### src/rtl/riscv_imem.sv
// Instruction memory for the RISC-V fetch stage: a program-load port used in LOAD, registered fetch in RUN.
// Optional build macro RISCV_IMEM_ALIGN_CHECK_EN makes a misaligned pc fault like an out-of-range one.
module riscv_imem #(
    parameter int          AW  = 5,
    parameter logic [31:0] NOP = 32'h00000013
) (
    input  logic          clk,
    input  logic          rst,
    input  logic          bubble,
    input  logic [31:0]   pc,
    output logic [31:0]   instruction,
    output logic          valid,
    output logic          fault,
    input  logic          load_en,
    input  logic [AW-1:0] load_addr,
    input  logic [31:0]   load_data,
    input  logic          load_done,
    output logic          load_err,
    output logic          dbg_state
);

    localparam logic ST_LOAD = 1'b0;
    localparam logic ST_RUN  = 1'b1;
    localparam int   DEPTH   = 1 << AW;

`ifdef RISCV_IMEM_ALIGN_CHECK_EN
    localparam bit ALIGN_CHECK = 1'b1;
`else
    localparam bit ALIGN_CHECK = 1'b0;
`endif

    logic          state;
    logic [31:0]   mem [DEPTH];
    logic [AW-1:0] index;
    logic          out_of_range;
    logic          misaligned;
    logic          bad_fetch;

    assign dbg_state = state;

    // valid=1 means instruction carries a word fetched from mem this or an earlier
    // (stalled) cycle; there is no ready: the consumer stalls us through bubble.
    always_comb begin
        index        = pc[AW+1:2];
        out_of_range = |pc[31:AW+2];
        misaligned   = ALIGN_CHECK && (|pc[1:0]);
        bad_fetch    = out_of_range || misaligned;
    end

    // Contents survive reset so a program can be rerun without reloading.
    always_ff @(posedge clk) begin
        if (rst && state == ST_LOAD && load_en) begin
            mem[load_addr] <= load_data;
        end
    end

    always_ff @(posedge clk) begin
        if (!rst) begin
            state       <= ST_LOAD;
            instruction <= NOP;
            valid       <= 1'b0;
            fault       <= 1'b0;
            load_err    <= 1'b0;
        end else begin
            load_err <= (state == ST_RUN) && load_en;
            case (state)
                ST_LOAD: begin
                    instruction <= NOP;
                    valid       <= 1'b0;
                    fault       <= 1'b0;
                    if (load_done) begin
                        state <= ST_RUN;
                    end
                end
                default: begin
                    if (!bubble) begin
                        if (bad_fetch) begin
                            instruction <= NOP;
                            valid       <= 1'b0;
                            fault       <= 1'b1;
                        end else begin
                            instruction <= mem[index];
                            valid       <= 1'b1;
                            fault       <= 1'b0;
                        end
                    end
                end
            endcase
        end
    end

endmodule

### config.mk
export PLATFORM = sky130hd
export DESIGN_NAME = riscv_imem
export DESIGN_NICKNAME = d
export VERILOG_FILES = /design/src/rtl/riscv_imem.sv
export SDC_FILE = /design/constraint.sdc
export NUM_CORES = 1
export LEC_CHECK = 0
export ABC_CLOCK_PERIOD_IN_PS = 9700
export CORE_MARGIN = 2
export CORE_UTILIZATION = 66
export CTS_BUF_LIST = sky130_fd_sc_hd__clkbuf_16
export DETAILED_ROUTE_END_ITERATION = 6
export PLACE_DENSITY = 0.84
export SYNTH_ARGS = -nofsm -noshare
export SYNTH_HDL_FRONTEND = slang
export SYNTH_SLANG_ARGS = --single-unit
### constraint.sdc
create_clock -name clk -period 9.7 [get_ports clk]
set_clock_uncertainty 0.1 [all_clocks]
set_input_delay 1.94 -clock clk [delete_from_list [all_inputs] [get_ports clk]]
set_output_delay 1.94 -clock clk [all_outputs]
set_load 0.02 [all_outputs]
==> results of run 1 <==
-- critical path, stage by stage --
cell and delay, ns:
clkbuf_8 0.77, buf_4 1.06, mux2_2 0.43, o22ai_1 0.15, nor3_1 0.10, a221o_1 0.40
a221o_1 0.34
-- worst paths after layout --
path,endpoint,slack [ns]
setup / recovery,instruction[9]$_SDFFE_PN0N_,4.80
hold / removal,instruction[11]$_SDFFE_PN0N_,0.40
setup reg to reg,mem[3][7]$_DFFE_PP_,6.43
hold reg to reg,instruction[11]$_SDFFE_PN0N_,0.40
-- registers in the layout, summed over array words and instances, names as in the netlist --
register,flops
load_err,1
instruction,32
valid,1
dbg_state,1
mem,1024
fault,1
-- cells in the final DEF (no fill, tap or decap), types with 3 or more instances in the layout --
cell type	n
nor2_1	7
a21boi_0	5
buf_4	50
inv_1	16
nand2_1	8
o22ai_1	58
bufinv_16	16
clkinvlp_4	6
nand3_1	7
clkdlybuf4s50_1	103
a22oi_1	61
clkbuf_16	100
nor3_1	30
nand3b_1	4
clkinv_2	19
clkinv_1	21
mux4_2	201
nand4_1	4
o211a_1	3
a221o_1	58
edfxtp_1	1024
mux2_2	116
a21boi_1	24
dfxtp_1	36
nand2b_1	5
nor2b_4	3
nor2_4	33
nor2b_1	3
nor4_1	6
-- cell type report --
cell class                 count  area [um^2]  share of cell area
multi-input combinational    650         8400               0.184
antenna                        1         2.50           0.0000549
inverter                       1         3.75           0.0000823
sequential                  1060        31500               0.690
tap                          782          978              0.0215
clock buffer                 100         2500              0.0549
clock inverter                81          798              0.0175
timing repair buffer         157         1460              0.0319
-- through the flow --
step | hold slack (ns) | cell area [um^2]
5_1_grt | 0.434 | 45600
6_report | 0.397 | 45600
4_1_cts | 0.400 | 45600
3_3_place_gp | 0.379 | 42300
2_1_floorplan | 0.469 | 40100
3_5_place_dp | 0.396 | 42300
-- power breakdown --
part / total (mW) / switching [mW] / internal (mW)
clock network: 3.98 / 1.69 / 2.30
registers: 5.04 / 0.00449 / 5.03
logic: 0.406 / 0.249 / 0.157
-- logic make-up (layout without fill, tap and decap cells) --
logic type / Yosys count / count (layout) / synth area share
buffers and inverters: 105 / 339 / 0.0135
multiplexers: 317 / 317 / 0.145
AND/OR/NAND/NOR: 122 / 122 / 0.0154
flip-flops: 1060 / 1060 / 0.784
other: 0 / 1 / 0
AO/OA/AOI/OAI: 211 / 211 / 0.0414
-- Yosys cell counts, drive strengths merged (29+ instances only) --
cell type,count
dfxtp,36
a21boi,29
buf,71
mux2,116
a22oi,61
nor3,30
o22ai,58
clkbuf,33
mux4,201
a221o,58
edfxtp,1024
nor2,40
-- layer usage --
| metal | part of all wire | vias to the layer above | track usage | wire length [um] |
|---|---|---|---|---|
| met5 | 0.00018 | - | 0 | 19 |
| met4 | 0.070 | 2 | 0.220 | 7500 |
| met3 | 0.11 | 450 | 0.0721 | 12300 |
| met2 | 0.49 | 1932 | 0.557 | 52500 |
| met1 | 0.32 | 10722 | 0.441 | 34600 |
| li1 | - | 8044 | - | - |
==> metrics.txt, run 1 <==
EDFF count, synth 1024; Hold Violations, Final 0; Final nets 2041; filler instances 2840; vias per cell 7.47; Synth Instances 1815; Post-Route WL 107000 um; Max IR drop VDD 190 uV; Bufs on Longest Clock Path 3; vias 21150; TNS Setup 0 ns; pre-CTS WS 4.37 ns; Area Overhead vs Synth 13.7%; required time of the critical path 10.12 ns; Critical Path End Type register; f_max 204 MHz; Wirelength per Cell 37.8 um; Post-CTS Hold Fix Bufs 0; post-CTS sizing 0; final worst path period share 0.505; Leak 14.2 nW; Final WS setup 4.80 ns; post-route ant nets 0; root buffer cell clkbuf_16; Netlist cell types 34; CP Launch Point pc[4]; pin count of the biggest net entering global routing 113; setup bufs post-CTS 0; Top-Level Pins 110; Startpoint Class input pin; Die Wd 251 um; Post-Syn Area per Cell 22.1 um^2; Period minus WS final 4.90 ns; share of flip-flops with an asynchronous set or reset 0; Net Count, Synth 1889; GRT overflow 0; dominant cells by area after synthesis edfxtp_1 77%, mux4_2 11%, mux2_2 3.3%, dfxtp_1 1.8%, a221o_1 1.4%; hold depth 1; P per Cell Area 207 mW/mm^2; outcome finished, final reports clean; GR Util All Layers 0.347; HP Start instruction[11]$_SDFFE_PN0N_; IO buf count 107; initial antenna violation count 1; drt first pass iters 6; gp weighted congestion 0.810; fin. max-slew vios 0; Final Power 9.43 mW; register bit total from synthesis 1060; first-pass GRT wire length 152000 um; DP Wirelength 50500 um; final setup fails 0; die extent in y 251 um; # placed instances 2650; critical path class in -> reg; relative slew slack 0.0650; RSZ-0062 raised after global routing no; CP Data Arrival Time 5.32 ns; # H-tree levels 3; Sink Count 1060; Layout Utilization 0.757; Reg clk slew, reported paths 0.06 ns; CP Max Fanout 112; die area 0.0628 mm^2; vias in the first global route 21931; FF-to-FF path depth 4; HP Class reg -> reg; post-route insts no fill 2832; clock latency reported for the late side of the worst-skew pair 0.66 ns; Max-Cap Viols 0; FP Rows 90; TritonCTS Buffers 97; layout cells sized above 1 0.272; Yosys top cell area share 0.766; Initial Util 0.666; DR DRC count 0; Syn Std Cell Area 0.0401 mm^2; Tightest Pin Transition 1.40 ns; largest area contributor in the netlist edfxtp_1; DRT iter0 DRCs 3149; Seq/Total Area, Yosys 0.784; CTS tree yes; R2R Path Start dbg_state$_SDFF_PN0_; ys flop type edfxtp_1; Synth Warn # 0; Placeable Area 0.0602 mm^2
Note: power is estimated with default switching activity, not from simulation.
==> run 2: changes to the inputs <==
ABC_CLOCK_PERIOD_IN_PS = 5000   (was 9700)
CORE_UTILIZATION = 61   (was 66)
PLACE_DENSITY = 0.79   (was 0.84)
clock period = 5 ns   (was 9.7 ns; I/O delays follow)
==> metrics.txt, run 2 (synthesized netlist as in run 1, its figures left out) <==
outcome finished, final reports clean; drt first pass iters 5 (-1); final worst path period share 0.698; die area 0.0678 mm^2 (+8.1%); post-route insts no fill 2935 (+3.6%); pre-CTS WS 0.899 ns (-3.47 ns); Max IR drop VDD 344 uV (+81%); critical path class in -> reg; pin count of the biggest net entering global routing 100 (-12%); Die Wd 260 um (+4.0%); IO buf count 107 (unchanged); hold_ws 0.418 ns (+0.0207 ns); gp weighted congestion 0.821 (+1.4%); Max-Cap Viols 0 (unchanged); clock latency reported for the late side of the worst-skew pair 0.66 ns (about the same); Most Used Layer, Global Route met2; vias per cell 6.84 (-8.4%); Initial Util 0.614 (-0.0524); Bufs on Longest Clock Path 3 (unchanged); Wirelength per Cell 32.3 um (-15%); multi-input logic area 0.00841 mm^2 (about the same); CTS tree yes; initial antenna violation count 2 (+1); # placed instances 2754 (+3.9%); setup bufs post-CTS 0 (unchanged); Final Power 18.1 mW (+92%); Hold Violations, Final 0 (unchanged); final setup fails 0 (unchanged); root buffer cell clkbuf_16; Post-CTS Hold Fix Bufs 0 (unchanged); required time of the critical path 5.24 ns (-4.88 ns); grt met1 use 0.383 (-0.0585); Final WS setup 1.51 ns (-3.29 ns); post-CTS sizing 0 (unchanged); filler instances 3697 (+30%); Area Overhead vs Synth 14.8%; Cell Chain, Critical Path clkdlybuf4s50_1, nand2_1, or2_2, or3_1, nor2_4, buf_12; Startpoint Class input pin; Layout Utilization 0.704 (-0.0527); relative slew slack 0.159 (+0.0938); Slowest cell on crit path nor2_4; Sink Count 1060 (unchanged); max FFs per register 1024 (unchanged); Top-Level Pins 110 (unchanged); met2 Resource Use GR 0.479 (-0.0775); P per Cell Area 392 mW/mm^2 (+90%); Leak 14.4 nW (+1.2%); DRT iter0 DRCs 2620 (-17%); # H-tree levels 3 (unchanged); FP Rows 94 (+4.4%); most frequent cells in the layout 1024 x edfxtp_1, 201 x mux4_2, 116 x mux2_2; CP Data Arrival Time 3.73 ns (-1.59 ns); Diodes inserted 0 (-1); DP Wirelength 51500 um (+2.1%); Tightest Pin Transition 1.26 ns (-0.140 ns); vias in the first global route 20680 (-5.7%); first-pass GRT wire length 138000 um (-9.4%); design area 0.0461 mm^2 (+0.98%); Period minus WS final 3.49 ns; setup slack, reg-to-reg 2.09 ns (-4.34 ns); RSZ-0062 raised after global routing no; Final nets 2064 (+1.1%); Post-Route WL 94700 um (-11%); DR DRC count 0 (unchanged); Reg clk slew, reported paths 0.06 ns (about the same); Largest regs mem (1024), instruction (32); grt met3 use 0.0494 (-0.0227); CP max stage delay 0.84 ns (-0.22 ns); HP Class reg -> reg; fin. max-slew vios 0 (unchanged); register area 0.0315 mm^2 (unchanged); Placeable Area 0.0654 mm^2 (+8.5%); CP Max Fanout 18 (-84%); layout cells sized above 1 0.279 (+0.00628); commonest non-fill, non-tap cell in the layout edfxtp_1; TNS Setup 0 ns (unchanged); GR Util All Layers 0.287 (-0.0604); TritonCTS Buffers 98 (+1.0%); Top reg by flops mem; die extent in y 260 um (+4.0%); placed cell areas 0.0428 mm^2 (+1.1%); vias 20087 (-5.0%); f_max 287 MHz; Critical Path End Type register; GRT overflow 0 (unchanged); post-route ant nets 0 (unchanged)
==> run 2: path summary, 6_finish.rpt <==
kind                                 from                           end  cells past startpoint
max reg2reg          dbg_state$_SDFF_PN0_          mem[4][24]$_DFFE_PP_                      4
min          instruction[14]$_SDFFE_PN0N_  instruction[14]$_SDFFE_PN0N_                      1
min reg2reg  instruction[14]$_SDFFE_PN0N_  instruction[14]$_SDFFE_PN0N_                      1
max                                   rst          mem[4][24]$_DFFE_PP_                      6
==> run 2: per-layer routing <==
metal	part of all wire	wire length, um
met1	0.36	33900
met2	0.51	48600
met3	0.094	8910
met4	0.035	3290
met5	0.00014	13
==> run 2: worst max-delay path, delay by kind of cell <==
family                 cells  cell delay, ns
buffers and inverters      2            0.81
and+or+nand+nor            4            1.89
==> run 2: report_power, final <==
| part | leakage, nW | total [mW] | switching (mW) | internal, mW |
|---|---|---|---|---|
| sequential | 9.50 | 9.77 | 0.00746 | 9.77 |
| combinational | 3.20 | 0.764 | 0.452 | 0.311 |
| clock | 1.66 | 7.54 | 3.14 | 4.39 |
==> run 2: cell type report <==
class                      instances  share of cell area
timing repair buffer             179              0.0398
multi-input combinational        650               0.183
clock buffer                     100              0.0543
inverter                           1           0.0000815
sequential                      1060               0.683
clock inverter                    81              0.0166
tap                              864              0.0235
==> run 3: changes to the inputs <==
ABC_CLOCK_PERIOD_IN_PS = 3000   (was 5000)
CORE_UTILIZATION = 55   (was 61)
PLACE_DENSITY = 0.75   (was 0.79)
clock period = 3 ns   (was 5 ns; I/O delays follow)
==> metrics.txt, run 3 (synthesized netlist as in run 1, its figures left out) <==
met2 Resource Use GR 0.411 (-0.0685); drt first pass iters 5 (unchanged); Critical Path End Type output pin; post-CTS sizing 0 (unchanged); setup slack, reg-to-reg 0.85 ns (-1.24 ns); Slowest cell on crit path clkdlybuf4s50_1; P per Cell Area 642 mW/mm^2 (+64%); TNS Setup 0 ns (unchanged); root buffer cell clkbuf_16; post-route insts no fill 3120 (+6.3%); CP Max Fanout 2 (-16); vias in the first global route 20970 (+1.4%); setup bufs post-CTS 0 (unchanged); DR DRC count 0 (unchanged); DRT iter0 DRCs 2420 (-7.6%); Final Power 30.5 mW (+69%); Bufs on Longest Clock Path 3 (unchanged); CTS tree yes; Top-Level Pins 110 (unchanged); critical path class reg -> out; Initial Util 0.553 (-0.0608); # H-tree levels 3 (unchanged); die extent in y 274 um (+5.2%); vias per cell 6.51 (-4.9%); outcome finished, final reports clean; gp weighted congestion 0.803 (-2.1%); Die Wd 274 um (+5.2%); pin count of the biggest net entering global routing 35 (-65%); final setup fails 0 (unchanged); grt met3 use 0.0434 (-0.00600); Post-CTS Hold Fix Bufs 0 (unchanged); TritonCTS Buffers 102 (+4.1%); Period minus WS final 2.60 ns; first-pass GRT wire length 139000 um (+0.48%); Placeable Area 0.0726 mm^2 (+11%); grt met1 use 0.370 (-0.0131); Startpoint Class register; final worst path period share 0.868; Hold Violations, Final 0 (unchanged); clock latency reported for the late side of the worst-skew pair 0.66 ns (about the same); hold_ws 0.409 ns (-0.00915 ns); cell family contributing the most delay on the critical path buffers and inverters; # placed instances 2934 (+6.5%); Post-Route WL 94000 um (-0.73%); Top reg by flops mem; max FFs per register 1024 (unchanged); Worst Path Buf+Inv 1 (-1); Final nets 2153 (+4.3%); CP Depth 1 (-5); GRT overflow 0 (unchanged); most frequent cells in the layout 1024 x edfxtp_1, 201 x mux4_2, 116 x mux2_2; HP Class reg -> reg; required time of the critical path 2.30 ns (-2.94 ns); FF-to-FF path depth 5 (+1); layout cells sized above 1 0.309 (+0.0305); Cell Chain, Critical Path clkdlybuf4s50_1; Diodes inserted 0 (unchanged); Most Used Layer, Global Route met2; DP Wirelength 55200 um (+7.3%); f_max 384 MHz; die area 0.0751 mm^2 (+11%); Leak 15.0 nW (+4.4%); Sink Count 1060 (unchanged); Max IR drop VDD 481 uV (+40%); hold depth 1 (unchanged); initial antenna violation count 2 (unchanged); Tightest Pin Transition 1.23 ns (-0.0277 ns); Reg clk slew, reported paths 0.06 ns (about the same); vias 20300 (+1.1%); R2R Path Start dbg_state$_SDFF_PN0_; CP Data Arrival Time 1.90 ns (-1.83 ns); GR Util All Layers 0.257 (-0.0302); post-route ant nets 0 (unchanged); HP Start instruction[16]$_SDFFE_PN0N_; Largest regs mem (1024), instruction (32); Area Overhead vs Synth 18.4%; commonest non-fill, non-tap cell in the layout edfxtp_1; Layout Utilization 0.655 (-0.0499); FP Rows 99 (+5.3%); Max-Cap Viols 0 (unchanged); fin. max-slew vios 0 (unchanged); Wirelength per Cell 30.1 um (-6.6%); relative slew slack 0.178 (+0.0192); IO buf count 107 (unchanged); RSZ-0062 raised after global routing no; CP max stage delay 0.72 ns (-0.12 ns); CP Launch Point instruction[20]$_SDFFE_PN0N_
## run 3: changes by cell type in the layout (fill, tap and decap cells not counted), moves of 2 or more
cell and delta:
buf_12 +47, buf_4 +38, clkinv_2 +7, clkbuf_16 +5, clkinvlp_4 -4, clkinv_1 -2
inv_1 -2, nand2b_1 +2, nand2b_2 -2
## run 3: through the flow
stage               cell area (um^2)  setup slack [ns]
finish                         47500             0.395
global route                   47500             0.360
CTS                            47500             0.385
detailed placement             44100            0.0506
global placement               44100            0.0828
floorplan                      40100            -0.294
## run 3: area by class of cell
class,instances,area (um^2)
clock buffers,105,2630
clock inverters,81,748
fillers,4558,25100
inverters,1,3.75
multi-input cells,650,8400
flip-flops and latches,1060,31500
well taps,959,1200
repair buffers,264,3060
## run 3: worst paths after layout
kind | endpoint
setup / recovery | instruction[20]
hold / removal | instruction[16]$_SDFFE_PN0N_
setup reg to reg | mem[20][20]$_DFFE_PP_
hold reg to reg | instruction[16]$_SDFFE_PN0N_
## run 3: layer usage
layer | routed length [um] | up-vias
li1 | - | 8293
met1 | 36500 | 10622
met2 | 45900 | 1235
met3 | 9470 | 148
met4 | 2090 | 2
met5 | 7 | -
## run 3: report_power, final
group          total (mW)  leakage [nW]  switching, mW  internal (mW)
clock                12.8          1.73           5.31           7.53
sequential           16.3          9.50         0.0115           16.3
combinational        1.38          3.76          0.784          0.594
total                30.5          15.0           6.11           24.4
